**src/rtl/gpio_serial_ctrl.sv**
```systemverilog
// Serial controller on the read side of the GPIO FIFO.
// Transmit mode: pops one FIFO word per frame and shifts it out as start/data/stop bits.
// Receive mode: deserialises framed data from gpio_in and presents it on pin_status.
// The mode is latched only while idle, so a direction change waits for the frame to end.
module gpio_serial_ctrl #(
  parameter int unsigned DSIZE      = 8,
  parameter int unsigned BIT_CYCLES = 4
) (
  input  logic             rclk,
  input  logic             rrst_n,
  input  logic             gpio_direction,
  input  logic             rempty,
  input  logic [DSIZE-1:0] rdata,
  output logic             rinc,
  input  logic             gpio_in,
  output logic             serial_out,
  output logic             serial_oe,
  output logic [DSIZE-1:0] pin_status,
  output logic             rx_valid,
  output logic             rx_frame_err,
  output logic             busy
);

  localparam int unsigned CW = (BIT_CYCLES > 2) ? $clog2(BIT_CYCLES) : 1;
  localparam int unsigned BW = (DSIZE > 2) ? $clog2(DSIZE) : 1;
  localparam logic [CW-1:0] CycLast = CW'(BIT_CYCLES - 1);
  // RX start bit is re-checked half a bit in, which centres all later samples mid-bit.
  localparam logic [CW-1:0] CycHalf = CW'(BIT_CYCLES / 2 - 1);
  localparam logic [BW-1:0] BitLast = BW'(DSIZE - 1);

  typedef enum logic [2:0] {
    StIdle,
    StTxStart,
    StTxData,
    StTxStop,
    StRxStart,
    StRxData,
    StRxStop
  } state_e;

  state_e           state_q, state_d;
  logic [CW-1:0]    cyc_q, cyc_d;
  logic [BW-1:0]    bit_q, bit_d;
  logic [DSIZE-1:0] shreg_q, shreg_d;
  logic             mode_q, mode_d;
  logic             rinc_q, rinc_d;
  logic [DSIZE-1:0] pin_q, pin_d;
  logic             valid_q, valid_d;
  logic             err_q, err_d;
  logic [1:0]       sync_q;
  logic             gpio_sync;

  assign gpio_sync = sync_q[1];

  // Two-flop synchroniser for the asynchronous serial input; idles high like the line.
  always_ff @(posedge rclk or negedge rrst_n) begin
    if (!rrst_n) begin
      sync_q <= 2'b11;
    end else begin
      sync_q <= {sync_q[0], gpio_in};
    end
  end

  // State and datapath registers.
  always_ff @(posedge rclk or negedge rrst_n) begin
    if (!rrst_n) begin
      state_q <= StIdle;
      cyc_q   <= '0;
      bit_q   <= '0;
      shreg_q <= '0;
      mode_q  <= 1'b0;
      rinc_q  <= 1'b0;
      pin_q   <= '0;
      valid_q <= 1'b0;
      err_q   <= 1'b0;
    end else begin
      state_q <= state_d;
      cyc_q   <= cyc_d;
      bit_q   <= bit_d;
      shreg_q <= shreg_d;
      mode_q  <= mode_d;
      rinc_q  <= rinc_d;
      pin_q   <= pin_d;
      valid_q <= valid_d;
      err_q   <= err_d;
    end
  end

  // Next-state logic: bit timing, framing and the single pop per TX frame.
  always_comb begin
    state_d = state_q;
    cyc_d   = cyc_q;
    bit_d   = bit_q;
    shreg_d = shreg_q;
    mode_d  = mode_q;
    rinc_d  = 1'b0;
    pin_d   = pin_q;
    valid_d = 1'b0;
    err_d   = 1'b0;
    unique case (state_q)
      StIdle: begin
        mode_d = gpio_direction;
        cyc_d  = '0;
        bit_d  = '0;
        if (gpio_direction && !rempty) begin
          state_d = StTxStart;
          shreg_d = rdata;
          rinc_d  = 1'b1;
        end else if (!gpio_direction && !gpio_sync) begin
          state_d = StRxStart;
        end
      end
      StTxStart: begin
        if (cyc_q == CycLast) begin
          cyc_d   = '0;
          state_d = StTxData;
        end else begin
          cyc_d = cyc_q + CW'(1);
        end
      end
      StTxData: begin
        if (cyc_q == CycLast) begin
          cyc_d = '0;
          if (bit_q == BitLast) begin
            state_d = StTxStop;
          end else begin
            bit_d   = bit_q + BW'(1);
            shreg_d = shreg_q >> 1;
          end
        end else begin
          cyc_d = cyc_q + CW'(1);
        end
      end
      StTxStop: begin
        if (cyc_q == CycLast) begin
          cyc_d   = '0;
          state_d = StIdle;
        end else begin
          cyc_d = cyc_q + CW'(1);
        end
      end
      StRxStart: begin
        if (cyc_q == CycHalf) begin
          cyc_d   = '0;
          // A line already back high is a glitch, not a start bit.
          state_d = gpio_sync ? StIdle : StRxData;
        end else begin
          cyc_d = cyc_q + CW'(1);
        end
      end
      StRxData: begin
        if (cyc_q == CycLast) begin
          cyc_d   = '0;
          shreg_d = {gpio_sync, shreg_q[DSIZE-1:1]};
          if (bit_q == BitLast) begin
            state_d = StRxStop;
          end else begin
            bit_d = bit_q + BW'(1);
          end
        end else begin
          cyc_d = cyc_q + CW'(1);
        end
      end
      StRxStop: begin
        if (cyc_q == CycLast) begin
          cyc_d   = '0;
          state_d = StIdle;
          if (gpio_sync) begin
            pin_d   = shreg_q;
            valid_d = 1'b1;
          end else begin
            err_d = 1'b1;
          end
        end else begin
          cyc_d = cyc_q + CW'(1);
        end
      end
      default: state_d = StIdle;
    endcase
  end

  // Outputs: the serial line is decoded from state so an async reset forces it high at once.
  always_comb begin
    serial_out = 1'b1;
    if (state_q == StTxStart) begin
      serial_out = 1'b0;
    end else if (state_q == StTxData) begin
      serial_out = shreg_q[0];
    end
    serial_oe    = mode_q;
    busy         = (state_q != StIdle);
    rinc         = rinc_q;
    pin_status   = pin_q;
    rx_valid     = valid_q;
    rx_frame_err = err_q;
  end

endmodule

```
**config.mk**
```make
export PLATFORM = sky130hd
export DESIGN_NAME = gpio_serial_ctrl
export DESIGN_NICKNAME = d
export VERILOG_FILES = /design/src/rtl/gpio_serial_ctrl.sv
export SDC_FILE = /design/constraint.sdc
export NUM_CORES = 1
export LEC_CHECK = 0
export ABC_AREA = 1
export BUFFER_PORTS_ARGS = -buffer_cell sky130_fd_sc_hd__buf_4
export CAP_MARGIN = 30
export CORE_ASPECT_RATIO = 1.1
export CORE_UTILIZATION = 59
export CTS_BUF_LIST = sky130_fd_sc_hd__clkbuf_4 sky130_fd_sc_hd__clkbuf_8 sky130_fd_sc_hd__clkbuf_16
export CTS_CLUSTER_SIZE = 20
export DETAILED_ROUTE_END_ITERATION = 12
export GPL_ROUTABILITY_DRIVEN = 0
export PLACE_DENSITY = 0.83
export SYNTH_ARGS = -nofsm -noshare
export SYNTH_HDL_FRONTEND = slang
export SYNTH_SLANG_ARGS = --single-unit
```
**constraint.sdc**
```tcl
create_clock -name rclk -period 2 [get_ports rclk]
set_input_delay 0 -clock rclk [delete_from_list [all_inputs] [get_ports rclk]]
set_output_delay 0 -clock rclk [all_outputs]
set_load 0.005 [all_outputs]
```
==> key figures <==
Outcome
  • Status: finished, final reports clean

Clocking
  • Htree depth: 2
  • Max clock buf depth: 2
  • CTS Buf Count: 5
  • CTS root buffer: clkbuf_4
  • CTS tree: yes
  • Post-CTS Resized: 0
  • CTS Sinks: 30
  • Worst-Skew Late Latency: around 0.33 ns
  • Reg clk slew, reported paths: 0.09 ns

Placed design
  • Pre-CTS setup slack: between 0.2 and 0.3 ns
  • # port buffers: 26
  • Placed instance area: between 1500 and 2000 um2
  • Detailed placement HPWL: ~2500 um

GRT
  • Initial antenna violation count: 0
  • Largest net degree at the start of global routing: 31
  • First-pass GRT wire length: 5678 um
  • Vias in the first global route: roughly 1.4k
  • Gr ovfl total: 0
  • Gr usage total: roughly 27%

Detailed routing
  • First-pass iteration count of the detailed router: 4
  • Routed wire length: roughly 3300 um
  • WL/cell: between 10 and 15 um
  • Via count: 1,389
  • DR vias/cell: between 5 and 6
  • # DRC: 0
  • DR iter-0 viols: 75
  • ANT nets after route: 0

Worst setup path
  • Crit path launch type: flop
  • FF-to-FF End: shreg_q[7]$_DFFE_PN0P_
  • Worst reg2reg startpoint: state_q[2]$_DFFE_PN0P_
  • Max FO, Critical Path: 13
  • Worst Setup End Kind: flop
  • Critical path type: reg2reg
  • WP data arrival: about 2.0 ns
  • Register-to-Register Path Depth: 7
  • WP data required: approximately 2.2 ns
  • Reg2Reg Setup Slack: 0.25 ns

Synth
  • Synth warn: 0
  • Syn Inst Count: 199
  • Syn_area_per_cell: between 8 and 9 um2
  • Syn nets: roughly 220
  • Unique masters post-synth: 25
  • Synth top area share: 43.48%
  • Synth Register Bits: 30
  • Synth area leader: dfrtp_1
  • Synth top area cells: dfrtp_1 43%, nand2_1 17%, nand3_1 7.5%, inv_1 4.9%, ha_1 4.7%
  • Sequential fraction of the synthesis area: a little under half
  • Mapped cell area: ~1600 um2

Die
  • Chip Width: between 50 and 60 um
  • Core footprint: 2544 um2
  • Die area: between 2000 and 3000 um2
  • Num ports: 27
  • Die Y: approximately 57 um
  • Rows: 19
  • Initial core utilization: between 60% and 70%

Power
  • Lkg Pwr: approximately 1.0 nW
  • Worst IR Drop VDD: ~800 uV
  • PD cells: between 1000 and 1500 nW/um2

Min path
  • Hold Path Sink: shreg_q[5]$_DFFE_PN0P_
  • Class of the worst hold path: in2reg
  • Hold_sp: rdata[5]
  • Hold path depth: 5

Timing
  • Max Slew Vio Count: 0
  • Final setup TNS: 0 ns
  • Hold Vio Cnt, Final: 0
  • FMAX: 0.5701 GHz
  • RSZ-0062 raised after global routing: false
  • # setup viols final: 0
  • PnR worst setup slack: ~0.25 ns
  • Period utilization: slightly below 90%
  • Tmin final: about 1.8 ns
  • Relative max-transition margin: approximately 66%
  • Final Skew: about 0.0084 ns
  • Worst-margin pin slew: around 0.5 ns

Finish
  • Nets: between 200 and 250
  • Inserted Diodes: 0
  • Layout area overhead: 16.38%
  • Final Instance Area: 1876 um2
  • Share of layout cells above drive strength 1: a little over a fifth
  • Final core utilization: roughly 74%

Run
  • Max Cap Violations: 0
==> cell families (layout without fill, tap and decap cells) <==
group / count (synthesis) / count (layout) / share of synthesized area (%)
DFF: 30 / 30 / 46.74
and+or+nand+nor: 114 / 114 / 32.38
buffers and inverters: 29 / 60 / 8.929
AOI/OAI and AO/OA: 20 / 20 / 7.298
adders and majority gates: 6 / 6 / 4.658
==> critical path: stages, from the launching register on <==
cell and delay [ns]:
dfrtp_1 0.56, nor2_2 0.09, nand2_1 0.30, nand2_2 0.25
nand2_2 0.23, nand2_4 0.10, nand2_1 0.08, nand2_1 0.04
==> worst max path at each step <==
stage,from,end
after floorplan,bit_q[0]$_DFFE_PN0P_,shreg_q[0]$_DFFE_PN0P_
after detailed placement,state_q[2]$_DFFE_PN0P_,shreg_q[5]$_DFFE_PN0P_
final,state_q[2]$_DFFE_PN0P_,shreg_q[7]$_DFFE_PN0P_
after global placement,state_q[2]$_DFFE_PN0P_,shreg_q[4]$_DFFE_PN0P_
after CTS,state_q[2]$_DFFE_PN0P_,shreg_q[7]$_DFFE_PN0P_
after global routing,state_q[2]$_DFFE_PN0P_,bit_q[2]$_DFFE_PN0P_
==> layout make-up <==
cell class / instances / area, um2
inverters: 23 / 86.33
clock inverters: 2 / 10.01
flip-flops and latches: 30 / 753.2
repair buffers: 30 / 235.2
fillers: 201 / 668.1
clock buffers: 5 / 37.54
well taps: 31 / 38.79
multi-input cells: 140 / 714.4
==> Yosys cell counts <==
cell type	n
nand2_1	75
nor2_1	3
buf_2	1
nor3_4	1
dfstp_2	2
nor2_2	2
nor3_1	1
o211ai_1	2
nand3_2	1
nand2_2	3
buf_4	1
nand2_4	1
nand3_4	1
inv_1	21
o21bai_1	3
o21ai_2	1
o21ai_0	13
nand3_1	24
nand4_1	1
inv_2	2
nor2_4	1
buf_6	4
o22ai_1	1
dfrtp_1	28
ha_1	6
==> metrics by stage <==
stage | instances | hold slack (ns) | total power, mW
detailed placement | 250 | -0.05794 | 2.077
CTS | 261 | 0.02529 | 2.420
global placement | 250 | -0.06227 | 2.008
finish | 261 | 0.02763 | 2.417
global route | 261 | 0.04276 | 2.638
floorplan | 199 | -0.2956 | 1.810
==> layout by cell type (no fill, tap or decap) <==
cell type	instances
nand3_1	24
ha_1	6
nor2_2	2
nor2_4	1
nand4_1	1
nand3_4	1
o211ai_1	2
nor2_1	3
o21ai_0	13
nor3_1	1
nor3_4	1
inv_2	2
o22ai_1	1
nand2_1	75
nand3_2	1
dfstp_2	2
inv_1	21
o21bai_1	3
dfrtp_1	28
clkinv_2	2
nand2_4	1
clkbuf_4	5
nand2_2	3
o21ai_2	1
buf_4	26
dlygate4sd3_1	4
==> registers in the layout, summed over array words and instances, names as in the netlist <==
name          cells
rx_valid          1
pin_status        8
rx_frame_err      1
state_q           3
serial_oe         1
bit_q             3
rinc              1
cyc_q             2
sync_q            2
shreg_q           8
==> what timing repair did <==
item | 4_1_cts | 5_1_grt
hold buffers | 4 | 0
hold endpoints to repair | 33 | 0
buffers inserted | 0 | 0
==> per-layer routing <==
metal / track usage (%) / wire (um) / vias up
li1: - / - / 690
met5: 0 / 0 / -
met4: 15.83 / 92 / 0
met3: 5.962 / 134 / 9
met1: 29.73 / 1322 / 653
met2: 45.97 / 1746 / 37
==> where the power goes <==
part / switching (mW) / leakage (nW) / internal, mW / total [mW]
Combinational: 0.709 / 0.590 / 0.414 / 1.12
Clock: 0.205 / 0.0308 / 0.126 / 0.331
Sequential: 0.177 / 0.391 / 0.787 / 0.964
Total: 1.09 / 1.01 / 1.33 / 2.42
No activity file was read; power rests on OpenSTA's default activity.
